[config.mk]
export PLATFORM = sky130hd
export DESIGN_NAME = byte_serializer_flat
export DESIGN_NICKNAME = d
export VERILOG_FILES = /design/src/rtl/byte_ser_pkg.sv /design/src/rtl/byte_serializer_if.sv /design/src/rtl/byte_ser_fifo.sv /design/src/rtl/byte_serializer.sv /design/src/flat_wrapper.sv
export SDC_FILE = /design/constraint.sdc
export NUM_CORES = 1
export LEC_CHECK = 0
export ABC_AREA = 1
export CAP_MARGIN = 20
export CORE_UTILIZATION = 45
export CTS_CLUSTER_DIAMETER = 30
export CTS_CLUSTER_SIZE = 12
export DETAILED_ROUTE_END_ITERATION = 8
export DONT_BUFFER_PORTS = 1
export PLACE_DENSITY = 0.68
export SKIP_LAST_GASP = 1
export SYNTH_ARGS = -nofsm -noshare
export SYNTH_HDL_FRONTEND = slang
export SYNTH_SLANG_ARGS = --single-unit
[constraint.sdc]
create_clock -name clk -period 3.66 [get_ports clk]
set_input_delay 0.732 -clock clk [delete_from_list [all_inputs] [get_ports clk]]
set_output_delay 0.732 -clock clk [all_outputs]
set_load 0.03 [all_outputs]
[src/rtl/byte_ser_pkg.sv]
// rtl/byte_ser_pkg.sv - shared types and line levels for byte_serializer
// BYTE_SER_PARITY_EN adds the PARITY state to the frame FSM.
package byte_ser_pkg;

  typedef logic [7:0] t_byte;

`ifdef BYTE_SER_PARITY_EN
  typedef enum logic [2:0] {IDLE, START, DATA, PARITY, STOP} t_ser_state;
`else
  typedef enum logic [2:0] {IDLE, START, DATA, STOP} t_ser_state;
`endif

  localparam logic LINE_IDLE = 1'b1;
  localparam logic START_BIT = 1'b0;
  localparam logic STOP_BIT  = 1'b1;

  function automatic logic even_parity(input t_byte b);
    return ^b;
  endfunction

endpackage

[src/rtl/byte_serializer_if.sv]
// rtl/byte_serializer_if.sv - valid/ready byte producer handshake
interface byte_serializer_if;
  import byte_ser_pkg::*;

  t_byte in_data;
  logic  in_valid;
  logic  in_ready;

  modport master (output in_data, output in_valid, input in_ready);
  modport slave  (input in_data, input in_valid, output in_ready);

endinterface

[src/rtl/byte_ser_fifo.sv]
// rtl/byte_ser_fifo.sv - DEPTH-entry byte FIFO; refused push when full, pop ignored when empty
module byte_ser_fifo
  import byte_ser_pkg::*;
#(
  parameter int DEPTH = 4
) (
  input  logic                       clk,
  input  logic                       rst,
  input  logic                       push,
  input  t_byte                      wr_data,
  input  logic                       pop,
  output t_byte                      rd_data,
  output logic [$clog2(DEPTH+1)-1:0] count,
  output logic                       full,
  output logic                       empty
);

  localparam int AW = $clog2(DEPTH);
  localparam int CW = $clog2(DEPTH + 1);

  t_byte          mem_q [DEPTH];
  t_byte          mem_d [DEPTH];
  logic [AW-1:0]  wr_ptr_q, wr_ptr_d;
  logic [AW-1:0]  rd_ptr_q, rd_ptr_d;
  logic [CW-1:0]  count_q, count_d;
  logic           do_push, do_pop;

  assign full    = (count_q == CW'(DEPTH));
  assign empty   = (count_q == '0);
  assign do_push = push & ~full;
  assign do_pop  = pop & ~empty;
  assign rd_data = mem_q[rd_ptr_q];
  assign count   = count_q;

  // DEPTH is a power of two, so pointers wrap by natural overflow
  always_comb begin
    mem_d    = mem_q;
    wr_ptr_d = wr_ptr_q;
    rd_ptr_d = rd_ptr_q;
    if (do_push) begin
      mem_d[wr_ptr_q] = wr_data;
      wr_ptr_d        = wr_ptr_q + 1'b1;
    end
    if (do_pop) begin
      rd_ptr_d = rd_ptr_q + 1'b1;
    end
    count_d = count_q + CW'(do_push) - CW'(do_pop);
  end

  always_ff @(posedge clk) begin
    if (rst) begin
      wr_ptr_q <= '0;
      rd_ptr_q <= '0;
      count_q  <= '0;
    end else begin
      wr_ptr_q <= wr_ptr_d;
      rd_ptr_q <= rd_ptr_d;
      count_q  <= count_d;
    end
  end

  always_ff @(posedge clk) begin
    mem_q <= mem_d;
  end

endmodule

[src/rtl/byte_serializer.sv]
// rtl/byte_serializer.sv - FIFO-buffered start/8 data/stop serializer paced by bit_en
// BYTE_SER_PARITY_EN inserts an even parity bit before the stop bit.
module byte_serializer
  import byte_ser_pkg::*;
#(
  parameter int DEPTH     = 4,
  parameter bit LSB_FIRST = 1'b1
) (
  input  logic                       clk,
  input  logic                       rst,
  byte_serializer_if.slave           in_if,
  input  logic                       bit_en,
  output logic                       ser_out,
  output logic                       ser_busy,
  output logic [$clog2(DEPTH+1)-1:0] fifo_count,
  output logic                       overflow
);

  t_ser_state state_q, state_d;
  t_byte      shreg_q, shreg_d;
  logic [2:0] bit_cnt_q, bit_cnt_d;
  logic       ser_out_q, ser_out_d;
  logic       overflow_q, overflow_d;
  logic       pop, full, empty;
  t_byte      head;
  logic       next_bit;
  t_byte      shifted;
`ifdef BYTE_SER_PARITY_EN
  logic       parity_q, parity_d;
`endif

  byte_ser_fifo #(.DEPTH(DEPTH)) u_fifo (
    .clk     (clk),
    .rst     (rst),
    .push    (in_if.in_valid),
    .wr_data (in_if.in_data),
    .pop     (pop),
    .rd_data (head),
    .count   (fifo_count),
    .full    (full),
    .empty   (empty)
  );

  assign in_if.in_ready = ~full;
  assign ser_out        = ser_out_q;
  assign ser_busy       = (state_q != IDLE);
  assign overflow       = overflow_q;
  assign next_bit       = LSB_FIRST ? shreg_q[0] : shreg_q[7];
  assign shifted        = LSB_FIRST ? {1'b0, shreg_q[7:1]} : {shreg_q[6:0], 1'b0};

  always_comb begin
    state_d    = state_q;
    shreg_d    = shreg_q;
    bit_cnt_d  = bit_cnt_q;
    ser_out_d  = ser_out_q;
    pop        = 1'b0;
    overflow_d = overflow_q | (in_if.in_valid & full);
`ifdef BYTE_SER_PARITY_EN
    parity_d   = parity_q;
`endif
    if (bit_en) begin
      case (state_q)
        IDLE, STOP: begin
          // a waiting byte starts immediately after a stop bit: no idle gap
          if (!empty) begin
            pop       = 1'b1;
            shreg_d   = head;
`ifdef BYTE_SER_PARITY_EN
            parity_d  = even_parity(head);
`endif
            ser_out_d = START_BIT;
            state_d   = START;
          end else begin
            ser_out_d = LINE_IDLE;
            state_d   = IDLE;
          end
        end
        START: begin
          ser_out_d = next_bit;
          shreg_d   = shifted;
          bit_cnt_d = 3'd0;
          state_d   = DATA;
        end
        DATA: begin
          if (bit_cnt_q == 3'd7) begin
`ifdef BYTE_SER_PARITY_EN
            ser_out_d = parity_q;
            state_d   = PARITY;
`else
            ser_out_d = STOP_BIT;
            state_d   = STOP;
`endif
          end else begin
            bit_cnt_d = bit_cnt_q + 3'd1;
            ser_out_d = next_bit;
            shreg_d   = shifted;
          end
        end
`ifdef BYTE_SER_PARITY_EN
        PARITY: begin
          ser_out_d = STOP_BIT;
          state_d   = STOP;
        end
`endif
        default: begin
          ser_out_d = LINE_IDLE;
          state_d   = IDLE;
        end
      endcase
    end
  end

  always_ff @(posedge clk) begin
    if (rst) begin
      state_q    <= IDLE;
      shreg_q    <= '0;
      bit_cnt_q  <= '0;
      ser_out_q  <= LINE_IDLE;
      overflow_q <= 1'b0;
    end else begin
      state_q    <= state_d;
      shreg_q    <= shreg_d;
      bit_cnt_q  <= bit_cnt_d;
      ser_out_q  <= ser_out_d;
      overflow_q <= overflow_d;
    end
  end

`ifdef BYTE_SER_PARITY_EN
  always_ff @(posedge clk) begin
    if (rst) begin
      parity_q <= 1'b0;
    end else begin
      parity_q <= parity_d;
    end
  end
`endif

endmodule
[src/flat_wrapper.sv]
// flat-port wrapper written by rule: the top's interface ports become plain ports
module byte_serializer_flat import byte_ser_pkg::*;
#(
  parameter int DEPTH     = 4,
  parameter bit LSB_FIRST = 1'b1
)
  (clk, rst, bit_en, ser_out, ser_busy, fifo_count, overflow, in_if_in_data, in_if_in_valid, in_if_in_ready);
  byte_serializer_if in_if_i ();
  input  logic clk;
  input  logic rst;
  input  logic bit_en;
  output logic ser_out;
  output logic ser_busy;
  output logic [$clog2(DEPTH+1)-1:0] fifo_count;
  output logic overflow;
  input wire logic [$bits(in_if_i.in_data)-1:0] in_if_in_data;
  input wire logic [$bits(in_if_i.in_valid)-1:0] in_if_in_valid;
  output wire logic [$bits(in_if_i.in_ready)-1:0] in_if_in_ready;
  assign in_if_i.in_data = in_if_in_data;
  assign in_if_i.in_valid = in_if_in_valid;
  assign in_if_in_ready = in_if_i.in_ready;
  byte_serializer #(.DEPTH(DEPTH), .LSB_FIRST(LSB_FIRST)) u_core (.clk(clk), .rst(rst), .in_if(in_if_i), .bit_en(bit_en), .ser_out(ser_out), .ser_busy(ser_busy), .fifo_count(fifo_count), .overflow(overflow));
endmodule
==> results.md, run 1 <==
- The number of hold violations in the final report is 0.
- The tree is rooted in a sky130_fd_sc_hd__clkbuf_8.
- Of the cells placed in the final design, the portion with a size suffix greater than 1 is 5.965%.
- The detailed placement HPWL is 2840 um.
- The area of all placed cells without fillers is 2640 um2.
- The worst setup slack after placement is 1.178 ns.
- Entering global routing, the biggest net connects 27 pins.
- Clock tree synthesis inserted a total of 5 buffers.
- The initial antenna violation count is 0.
- CTS built an H-tree with a depth of 2.
- TritonCTS built the clock tree.
- The initial utilization of the core area, before any placement, comes to between 40 and 50%.
- The count of placed standard cells in the final layout, fillers left out is between 300 and 400.
- Of the synthesized area, sequential elements account for 55.80%.
- After global routing, the most crowded layer is met2.
- The layout overhead on the synthesized area is 5.132%.
- The count of final max-slew check failures is 0.
- After detailed routing, the average wire length per cell comes to 11.34 um.
- The hold-critical path endpoint is u_core.bit_cnt_q[1].
- The first-pass detailed-route iteration total is 4.
- The average cell area after synthesis is 8.811 um2.
- Counting instances, the worst hold path has a depth of 2.
- Setup violations remaining at the end of the flow were counted as 0.
- The first global-routing pass estimated 7017 um of wire.
- The path class of the tightest hold or removal check is register to register.
- Clock-pin slew was measured on the worst setup and hold paths at 0.09 ns.
- The mapped cell area is 2511 um2.
- The worst path in the final design needs a cycle of 2.522 ns, including I/O delays and setup.
- Setup total negative slack on the finished layout was measured at 0 ns.
- In this run the standard cell core region covers 5238 um2.
- The max-slew headroom at the worst pin is 40.71%.
- The worst register-to-register path ends at u_core.u_fifo.count[2].
- Once placement finished, the instance area stood at 2529 um2.
- Synthesis handed over a netlist of 285 instances.
- The origin of the worst min-delay path is u_core.bit_cnt_q[1].
- The number of standard-cell rows in the floorplan is 26.
- Setup repair after global routing left no endpoint under its margin.
- The worst path uses between 60 and 70% of the clock period.
- Timing would allow up to 0.3965 GHz.
- The register-to-register setup slack is approximately 1.1 ns.
- In the global route stage, overall resource usage came out at between 15 and 20%.
- Wires add up to 4027 um.
- The synthesized design contains 54 register bits.
- The clock reaches the later pin of the worst-skew pair after around 0.3 ns.
- The startpoint class of the critical path is a register.
- In this run the critical register-to-register path is launched from u_core.u_fifo.count[1].
- The vertical die dimension is 76.70 um.
- For this run, the post-layout net count is 308.
- In the routed layout, each cell is associated on average with a via count of 4.541.
- The maximum buffer depth of the clock tree is 2.
- The largest fanout on the critical path is 9.
- The library cell used most frequently in the layout, excluding fill and tap cells, is sky130_fd_sc_hd__nand2_1.
- In this run the remaining antenna-violating nets after routing total 0.
- The synthesized netlist contains 22 unique library cells.
- The die covers about 6000 um2.
- The via count of the first global-routing pass is 1,544.
- The post-detailed-route DRC marker count is 0.
- The worst-case vdd ir drop is 0.0002400 V.
- After filler insertion, the fill cell instance count of the layout stands at 489.
- In this run the worst setup path begins at u_core.u_fifo.count[1].
- The placer congestion estimate is just under 0.8.
- The synthesis warning total is 0.
- Hold is met by 0.4630 ns.
- In the layout the commonest cells are sky130_fd_sc_hd__nand2_1, sky130_fd_sc_hd__nor2_1, sky130_fd_sc_hd__inv_1.
- The number of setup buffers added after CTS is 0.
- For the worst flop-to-flop path, the logic depth is 11.
- The width of the die is 76.70 um.
- The global-route met3 utilization is 3.929%.
- The fraction of met1 tracks used by global routing is 20.23%.
- The data arrival time of the critical path is roughly 2.8 ns.
- The critical path is of the register to register type.
- The count of pins on the block boundary is 19.
- The slew at the pin closest to its max-slew limit is 0.8881 ns.
- For the worst setup path, the data required time is 3.89 ns.
- Gates resized during post-CTS repair numbered 0.
- The number of hold-repair buffers added at the cts stage is 0.
- Once placement completed, the tool counted placed cells totaling approximately 350.
- The worst setup slack after layout is 1.138 ns.
- The count of port buffers added during placement is 0.
- The flow ran to the end, and the final reports show no timing, DRC or antenna violations.
- Counting every sink on the clock net gives 54.
- The worst setup path is captured at a register.
- Across the routed clock network, the largest skew measured is a little over 0.007 ns.
- Global routing used 24.73% of the available met2 tracks.
- The synthesized net count is between 300 and 400.
- Dividing total power by cell area gives a power density of 642.4 nW/um2.
- Across the whole layout, storage elements account for approximately 1400 um2.
- The max-capacitance violation count is 0.
- The total global routing overflow is 0.
- The leakage power is 0.001158 uW.
- The number of DRC markers in iteration 0 is 73.
- The multi-input gate area in the final layout is 882.1 um2.
- The final route contains about 1,600 vias.
- The count of antenna diodes in the layout is 0.
[state kept, by name (all words and copies together) (netlist names)]
signal                  count
u_core.ser_out              1
u_core.shreg_q              8
u_core.bit_cnt_q            3
u_core.u_fifo.wr_ptr_q      2
u_core.u_fifo.count         3
u_core.u_fifo.mem_q        32
u_core.overflow             1
u_core.u_fifo.rd_ptr_q      2
u_core.state_q              2
[worst max-delay path, stage by stage (launching register included)]
cell and delay [ns]:
sky130_fd_sc_hd__dfxtp_1 0.65, sky130_fd_sc_hd__nor2_4 0.10, sky130_fd_sc_hd__nand2_1 0.28, sky130_fd_sc_hd__nand2_2 0.19, sky130_fd_sc_hd__ha_1 0.33, sky130_fd_sc_hd__inv_1 0.06
sky130_fd_sc_hd__ha_1 0.13, sky130_fd_sc_hd__inv_1 0.05, sky130_fd_sc_hd__fa_1 0.36, sky130_fd_sc_hd__inv_1 0.08, sky130_fd_sc_hd__o21ai_0 0.08, sky130_fd_sc_hd__a21oi_1 0.15
[where the power goes]
part	switching, uW	total (uW)	internal [uW]
sequential	115	860	745
combinational	303	462	159
clock	179	374	196
[cell type report]
class / instances / share of cell area (%)
Tap cell: 70 / 3.318
Sequential cell: 54 / 53.08
Multi-Input combinational cell: 181 / 33.41
Inverter: 42 / 5.972
Clock buffer: 8 / 4.218
[routing by layer]
layer	vias to the layer above	share of wire, %
met2	16	45
met3	4	2.6
met4	0	0.99
met1	706	52
li1	886	-
met5	-	0
[worst max path at each step]
stage                     cells past startpoint                endpoint
after detailed placement                     11  u_core.u_fifo.count[2]
after CTS                                    11  u_core.u_fifo.count[2]
final                                        11  u_core.u_fifo.count[2]
after global routing                         13  u_core.u_fifo.count[2]
after global placement                       11  u_core.u_fifo.count[2]
after floorplan                              11  u_core.u_fifo.count[2]
[cell usage after synthesis (all sizes together)]
master,instances,area (um2)
dfxtp,22,440.4
xnor2,1,8.760
fa,1,20.02
nor2,50,195.2
o22ai,1,6.260
nand2,79,306.5
xor2,1,8.760
a21oi,12,63.81
inv,42,157.6
ha,11,137.6
edfxtp,32,960.9
o21ai,6,30.03
buf,8,70.06
nand3,19,105.1
[through the flow]
step,total power [uW],utilization (%)
after floorplan,1272,-
after global placement,1331,48.28
after detailed placement,1341,48.28
after CTS,1716,50.41
after global routing,1834,50.41
final,1696,50.41
[kinds of logic after synthesis]
kind of cell,share of synthesized area (%)
buf+inv,9.068
flops,55.80
simple gates,24.17
xor+xnor,0.6977
compound gates,3.986
fa+ha+maj,6.278
No activity file was read; power rests on OpenSTA's default activity.
==> run 2, diff against run 1 <==
--- a/config.mk
+++ b/config.mk
@@ -12,7 +12,7 @@
 export CTS_CLUSTER_SIZE = 12
 export DETAILED_ROUTE_END_ITERATION = 8
 export DONT_BUFFER_PORTS = 1
-export PLACE_DENSITY = 0.68
+export PLACE_DENSITY = 0.7
 export SKIP_LAST_GASP = 1
 export SYNTH_ARGS = -nofsm -noshare
 export SYNTH_HDL_FRONTEND = slang
==> constraint.sdc (replaced) <==
create_clock -name clk -period 2.1 [get_ports clk]
set_input_delay 0.42 -clock clk [delete_from_list [all_inputs] [get_ports clk]]
set_output_delay 0.42 -clock clk [all_outputs]
set_load 0.03 [all_outputs]
==> run 2 against run 1 <==
Compared with the run above: die area unchanged; sequential share of layout area down 2.6 points; core utilization up 2.7 points; critical path type unchanged; largest cell class unchanged.
==> results.md, run 2 (same netlist as run 1, synthesis figures left out) <==
- Status: completed (unchanged).
- The residual antenna-violating net count after detailed routing is 0 (unchanged).
- The end-of-flow core utilization is 53.15% (was 50.41%).
- The number of flip-flops in the largest register came to 32 (unchanged).
- The type of the most critical hold path is primary input to register (was register to register).
- The largest fanout on the critical path is 3 (was 9).
- The data required time of the worst path is 2.31 ns (was 3.89 ns).
- The global-route usage over all layers is 15.72% (was 15.42%).
- The count of port buffers added during placement is 0 (unchanged).
- The share of cells above drive strength 1 is 12.79% (was 5.965%).
- The power density over the cells is 1159 nW/um2 (was 642.4 nW/um2).
- The first element of the critical path is u_core.state_q[1] (was u_core.u_fifo.count[1]).
- The cell with the largest stage delay on the worst path is sky130_fd_sc_hd__fa_2 (was sky130_fd_sc_hd__dfxtp_1).
- The latest clock arrival within the worst-skew pair is 0.30 ns (about the same).
- Unrepaired setup endpoints after global routing: false (unchanged).
- The count of final max-slew check failures came to 0 (unchanged).
- Critical Path, Cell by Cell: inv_2 -> ha_4 -> inv_4 -> nand3_4 -> inv_2 -> ha_1 -> inv_1 -> ha_1 -> inv_1 -> fa_2 -> nor2_1 (was nor2_4 -> nand2_1 -> nand2_2 -> ha_1 -> inv_1 -> ha_1 -> inv_1 -> fa_1 -> inv_1 -> o21ai_0 -> a21oi_1).
- The number of setup violations in the final report is 0 (unchanged).
- The leakage power was 0.001231 uW (was 0.001158 uW).
- The count of pins on the block boundary was 19 (unchanged).
- The worst reg-to-reg path cell count is 11 (unchanged).
- The source of the worst register-to-register timing path is u_core.state_q[1] (was u_core.u_fifo.count[1]).
- The number of hold-repair buffers added at the cts stage was 0 (unchanged).
- The count of antenna diodes in the layout is 0 (unchanged).
- The placer congestion estimate is 0.7739 (was 0.7736).
- The global-route wire length before repair was 7113 um (was 7017 um).
- Top flop regs: u_core.u_fifo.mem_q: 32 flops, u_core.shreg_q: 8 flops (unchanged).
- The hold-critical path endpoint is u_core.shreg_q[7] (was u_core.bit_cnt_q[1]).
- The maximum buffer depth of the clock tree is 2 (unchanged).
- The TritonCTS clock tree is yes (unchanged).
- The clock root buffer is sky130_fd_sc_hd__clkbuf_8 (unchanged).
- The max-slew headroom at the worst pin came to 61.76% (was 40.71%).
- The number of DRC markers in iteration 0 is 77 (was 73).
- The accumulated negative setup slack is 0 ns (unchanged).
- The width of the die is 76.70 um (unchanged).
- The slew at the pin closest to its max-slew limit is 0.5728 ns (was 0.8881 ns).
- The number of standard-cell rows in the floorplan is 26 (unchanged).
- The initial antenna violation count is 0 (unchanged).
- The endpoint of the worst register-to-register path is u_core.u_fifo.count[1] (was u_core.u_fifo.count[2]).
- The number of buffers created by CTS was 5 (unchanged).
- The maximum operating frequency is 0.5034 GHz (was 0.3965 GHz).
- The worst-case vdd ir drop is 0.0005057 V (was 0.0002400 V).
- Commonest cells after routing, fill and taps aside: sky130_fd_sc_hd__nand2_1, sky130_fd_sc_hd__nor2_1, sky130_fd_sc_hd__inv_1 (unchanged).
- The number of hold violations in the final report was 0 (unchanged).
- The initial core utilization came to 47.95% (unchanged).
- The ratio of routed vias to standard cells is 4.659 (was 4.541).
- The via count of the routed design is 1,710 (was 1,612).
- The register with the most flip-flops is u_core.u_fifo.mem_q (unchanged).
- The vertical die dimension is 76.70 um (unchanged).
- The clock sink count is 54 (unchanged).
- The leading cell type in the layout, fill and taps excluded is sky130_fd_sc_hd__nand2_1 (unchanged).
- The final critical delay including setup and external delays is 1.987 ns (was 2.522 ns).
- The element type at the critical path end was a register (unchanged).
- The origin of the worst min-delay path is rst (was u_core.bit_cnt_q[1]).
- The die area was 5883 um2 (unchanged).
- The cell class contributing the biggest share of worst-path delay is adder cells (unchanged).
- The count of buffering cells on the critical path with inverters included is 5 (was 3).
- The first-pass detailed-route iteration total came to 4 (unchanged).
- The post-detailed-route DRC marker count is 0 (unchanged).
- The clock skew is 0.01431 ns (was 0.007071 ns).
- The final wirelength is 4172 um (was 4027 um).
- The detailed placement HPWL came to 2945 um (was 2840 um).
- The H-tree depth was 2 (unchanged).
- The critical path class was register to register (unchanged).
- The register-to-register setup slack is 0.11 ns (was 1.14 ns).
- The data arrival time of the critical path is 2.20 ns (was 2.76 ns).
- The clock-pin slew of the registers on the worst-case setup and hold paths is 0.10 ns (was 0.09 ns).
- The number of inserted filler cells in the final layout is 460 (was 489).
- The share of the clock period used by the worst path after layout was 94.60% (was 68.90%).
- The pin count of the biggest net entering global routing is 17 (was 27).
- The final worst hold slack came to 0.1570 ns (was 0.4630 ns).
- The total global routing overflow was 0 (unchanged).
- The via count of the first global-routing pass is 1,541 (was 1,544).
- The startpoint class of the critical path is a register (unchanged).
- The layout overhead on the synthesized area was 10.86% (was 5.132%).
- The maximum cell stage delay along the critical path was 0.51 ns (was 0.65 ns).
- The core box area was 5238 um2 (unchanged).
- The max-capacitance violation count is 0 (unchanged).
- The net count of the finished layout was 320 (was 308).
- The hold-critical path depth came to 1 (was 2).
- The wire length per cell was 11.37 um (was 11.34 um).
[run 2: changes by cell type in the layout (fill, tap and decap cells not counted), moves of 2 or more]
cell / delta
sky130_fd_sc_hd__inv_1: -2
sky130_fd_sc_hd__bufinv_16: +2
sky130_fd_sc_hd__buf_4: +12
sky130_fd_sc_hd__dfxtp_1: -4
sky130_fd_sc_hd__dfxtp_2: +4
[run 2: layout make-up]
cell class | count | area (um2) | share of cell area [%]
clock inverters | 3 | 63.81 | 2.292
clock buffers | 5 | 68.82 | 2.472
inverters | 42 | 160.2 | 5.753
flip-flops and latches | 54 | 1406 | 50.52
multi-input cells | 181 | 907.1 | 32.58
repair buffers | 12 | 90.09 | 3.236
well taps | 70 | 87.58 | 3.146
[run 2: how the worst max path moves through the flow]
stage | cells after the start | slack (ns) | end
3_5_place_dp | 13 | 0.05 | u_core.u_fifo.count[2]
2_1_floorplan | 15 | 0.001 | u_core.u_fifo.count[2]
4_1_cts | 13 | 0.03 | u_core.u_fifo.count[2]
6_report | 11 | 0.11 | u_core.u_fifo.count[1]
5_1_grt | 11 | 0.03 | u_core.u_fifo.count[1]
3_3_place_gp | 13 | 0.10 | u_core.u_fifo.count[2]
[run 2: report_power, final]
part	switching (uW)	total [uW]	internal (uW)
combinational	621	980	358
clock	322	793	471
sequential	150	1450	1300
[run 2: layer usage]
| layer | part of all wire [%] | track usage (%) |
|---|---|---|
| met5 | 0 | 0 |
| met1 | 46 | 18.76 |
| met2 | 49 | 27.23 |
| met3 | 4.1 | 4.048 |
| met4 | 1.2 | 5.577 |
[run 2: timing repair]
item / CTS / global route
resized for setup: 0 / 1
buffers inserted: 0 / 2
setup endpoints to repair: 0 / 2
[run 2: stage by stage]
step / setup WS, ns / power [uW] / std cells / instance area [um2]
5_1_grt: 0.03036 / 3449 / 367 / 2784
2_1_floorplan: 0.001458 / 2251 / 285 / 2541
3_5_place_dp: 0.05162 / 2452 / 357 / 2634
3_3_place_gp: 0.1039 / 2422 / 357 / 2634
4_1_cts: 0.02881 / 3239 / 365 / 2766
6_report: 0.1134 / 3225 / 367 / 2784
==> run 3, diff against run 2 <==
--- a/config.mk
+++ b/config.mk
@@ -11,8 +11,7 @@
 export CTS_CLUSTER_DIAMETER = 30
 export CTS_CLUSTER_SIZE = 12
 export DETAILED_ROUTE_END_ITERATION = 8
-export DONT_BUFFER_PORTS = 1
-export PLACE_DENSITY = 0.7
+export PLACE_DENSITY = 0.74
 export SKIP_LAST_GASP = 1
 export SYNTH_ARGS = -nofsm -noshare
 export SYNTH_HDL_FRONTEND = slang
==> run 3 against run 2 <==
Compared with the run above: clock skew is 0.0067 ns lower; power is 1.6% higher; core utilization is 3.8 points higher; register-to-register slack hardly changed; die area stayed put; count of clock-buffer cells in the layout stayed put; final cell count is 5.7% higher; first-iteration DRC count is 47% higher; worst hold slack better by 0.30 ns; wire length is 1.4% higher; critical path type is now register to primary output; largest power group unchanged; highest routed layer unchanged.
==> results.md, run 3 (same netlist as run 1, synthesis figures left out) <==
- Status: completed (unchanged).
- The switching portion of total power is 35.07% (was 33.88%).
- The final critical delay including setup and external delays was 1.974 ns (was 1.987 ns).
- The clock root buffer is sky130_fd_sc_hd__clkbuf_8 (unchanged).
- The initial core utilization is 47.95% (unchanged).
- The max-capacitance violation count is 0 (unchanged).
- The data arrival time of the critical path came to 1.55 ns (was 2.20 ns).
- The count of final max-slew check failures was 0 (unchanged).
- The share of cells above drive strength 1 was 14.47% (was 12.79%).
- The layout overhead on the synthesized area was 18.88% (was 10.86%).
- The max-slew headroom at the worst pin was 71.62% (was 61.76%).
- The clock skew was 0.007573 ns (was 0.01431 ns).
- The residual antenna-violating net count after detailed routing is 0 (unchanged).
- Commonest cells after routing, fill and taps aside: sky130_fd_sc_hd__nand2_1, sky130_fd_sc_hd__nor2_1, sky130_fd_sc_hd__inv_1 (unchanged).
- The number of buffers created by CTS is 5 (unchanged).
- The clock sink count came to 54 (unchanged).
- Unrepaired setup endpoints after global routing: false (unchanged).
- The ratio of routed vias to standard cells is 4.626 (was 4.659).
- The count of placed standard cells in the final layout, fillers left out was 388 (was 367).
- The final wirelength was 4232 um (was 4172 um).
- The slew at the pin closest to its max-slew limit is 0.4252 ns (was 0.5728 ns).
- The global-route wire length before repair is 7169 um (was 7113 um).
- The number of hold-repair buffers added at the cts stage came to 0 (unchanged).
- The H-tree depth is 2 (unchanged).
- The combinational share of power is 35.3% (was 30.4%).
- The detailed placement HPWL was 2999 um (was 2945 um).
- The leading cell type in the layout, fill and taps excluded is sky130_fd_sc_hd__nand2_1 (unchanged).
- The largest fanout on the critical path was 3 (unchanged).
- The clock-pin slew of the registers on the worst-case setup and hold paths came to 0.10 ns (about the same).
- The type of the most critical hold path is register to register (was primary input to register).
- The number of inserted filler cells in the final layout is 462 (was 460).
- The internal power consumption is 2128 uW (was 2133 uW).
- The core box area is 5238 um2 (unchanged).
- The critical path class is register to primary output (was register to register).
- The sequential power share is 42.8% (was 45.0%).
- The multi-input gate area in the final layout was 922.1 um2 (was 907.1 um2).
- The data required time of the worst path came to 1.68 ns (was 2.31 ns).
- The post-detailed-route DRC marker count is 0 (unchanged).
- The count of port buffers added during placement is 18 (was 0).
- The share of the clock period used by the worst path after layout is 94.02% (was 94.60%).
- The source of the worst register-to-register timing path is u_core.state_q[0] (was u_core.state_q[1]).
- The net switching power is 1149 uW (was 1093 uW).
- The number of standard-cell rows in the floorplan is 26 (unchanged).
- The register with the most flip-flops is u_core.u_fifo.mem_q (unchanged).
- The maximum operating frequency is 0.5065 GHz (was 0.5034 GHz).
- The net count of the finished layout is 341 (was 320).
- The total placed cells including tap cells is 378 (was 357).
- The total global routing overflow is 0 (unchanged).
- The area taken by flip-flops and latches is 1406 um2 (unchanged).
- The maximum buffer depth of the clock tree is 2 (unchanged).
- The placer congestion estimate is 0.7542 (was 0.7739).
- The origin of the worst min-delay path is u_core.overflow (was rst).
- The startpoint class of the critical path is a register (unchanged).
- The pin count of the biggest net entering global routing is 19 (was 17).
- The count of pins on the block boundary is 19 (unchanged).
- The leakage power is 0.001305 uW (was 0.001231 uW).
- The first element of the critical path is u_core.state_q[0] (was u_core.state_q[1]).
- The initial antenna violation count is 0 (unchanged).
- The count of antenna diodes in the layout came to 0 (unchanged).
- The vertical die dimension was 76.70 um (unchanged).
- The number of flip-flops in the largest register is 32 (unchanged).
- The TritonCTS clock tree is yes (unchanged).
- The width of the die is 76.70 um (unchanged).
- The power density over the cells is 1098 nW/um2 (was 1159 nW/um2).
- The accumulated negative setup slack is 0 ns (unchanged).
- The element type at the critical path end was a primary output (was register).
- The via count of the first global-routing pass is 1,594 (was 1,541).
- The number of DRC markers in iteration 0 is 113 (was 77).
- The wire length per cell was 10.91 um (was 11.37 um).
- The clock share of power was 21.8% (was 24.6%).
- The number of setup violations in the final report is 0 (unchanged).
- The latest clock arrival within the worst-skew pair was 0.31 ns (was 0.30 ns).
- The number of hold violations in the final report came to 0 (unchanged).
- The via count of the routed design was 1,795 (was 1,710).
- The first-pass detailed-route iteration total came to 4 (unchanged).
- Top flop regs: u_core.u_fifo.mem_q: 32 flops, u_core.shreg_q: 8 flops (unchanged).
- The die area came to 5883 um2 (unchanged).
- The global-route usage over all layers is 15.61% (was 15.72%).
- The worst-case vdd ir drop is 0.0007607 V (was 0.0005057 V).
==> run 3: cell types whose count changed in the layout (fill, tap and decap cells not counted) <==
cell                              before  now
sky130_fd_sc_hd__ha_2                  0    1
sky130_fd_sc_hd__buf_4                12   15
sky130_fd_sc_hd__inv_1                36   34
sky130_fd_sc_hd__ha_1                 10    8
sky130_fd_sc_hd__clkdlybuf4s50_1       0   18
sky130_fd_sc_hd__inv_6                 0    1
sky130_fd_sc_hd__bufinv_16             2    1
sky130_fd_sc_hd__ha_4                  1    2
sky130_fd_sc_hd__clkinv_1              1    0
sky130_fd_sc_hd__clkinv_4              0    1
sky130_fd_sc_hd__inv_2                 5    7
==> run 3: worst paths after layout <==
path | depth (start not counted) | slack [ns] | to
hold reg to reg | 2 | 0.46 | u_core.overflow
setup / recovery | 4 | 0.13 | ser_busy
hold / removal | 2 | 0.46 | u_core.overflow
setup reg to reg | 11 | 0.13 | u_core.u_fifo.count[1]
==> run 3: timing repair <==
item | 4_1_cts | 5_1_grt
setup endpoints to repair | 0 | 2
resized for setup | 0 | 5
buffers inserted | 0 | 2
==> run 3: routing by layer <==
metal / wire length (um) / vias up / track usage [%]
met1: 1987 / 807 / 19.80
met3: 142 / 5 / 3.571
met5: 0 / - / 0
met2: 2056 / 25 / 26.70
li1: - / 958 / -
met4: 44 / 0 / 4.038
==> run 3: power groups by stage <==
stage          Sequential (uW)  Clock, uW  Combinational [uW]
2_1_floorplan             1460          0                 791
3_3_place_gp              1420          0                1100
3_5_place_dp              1430          0                1130
4_1_cts                   1400        729                1130
5_1_grt                   1430        773                1320
6_report                  1400        716                1160
==> run 3: layout make-up <==
class | count | area share, %
Inverter | 42 | 5.365
Tap cell | 70 | 2.934
Clock buffer | 5 | 2.305
Sequential cell | 54 | 47.11
Clock inverter | 3 | 1.593
Timing Repair Buffer | 33 | 9.807
Multi-Input combinational cell | 181 | 30.89
==> run 3: stage by stage <==
stage / hold WS (ns) / cell area (um2) / setup slack [ns] / util [%] / total power (uW)
CTS: 0.4583 / 2953 / 0.04617 / 56.38 / 3265
floorplan: 0.4283 / 2541 / 0.001458 / - / 2251
finish: 0.4571 / 2985 / 0.1256 / 57.00 / 3276
detailed placement: 0.4434 / 2836 / -0.1388 / 54.16 / 2555
global route: 0.4839 / 2985 / 0.01897 / 57.00 / 3526
global placement: 0.4385 / 2836 / -0.1156 / 54.16 / 2525
==> run 3: critical path, stage by stage (launching register included) <==
cell,delay [ns]
sky130_fd_sc_hd__dfxtp_2,0.36
sky130_fd_sc_hd__inv_2,0.05
sky130_fd_sc_hd__ha_4,0.15
sky130_fd_sc_hd__inv_1,0.04
sky130_fd_sc_hd__clkdlybuf4s50_1,0.65
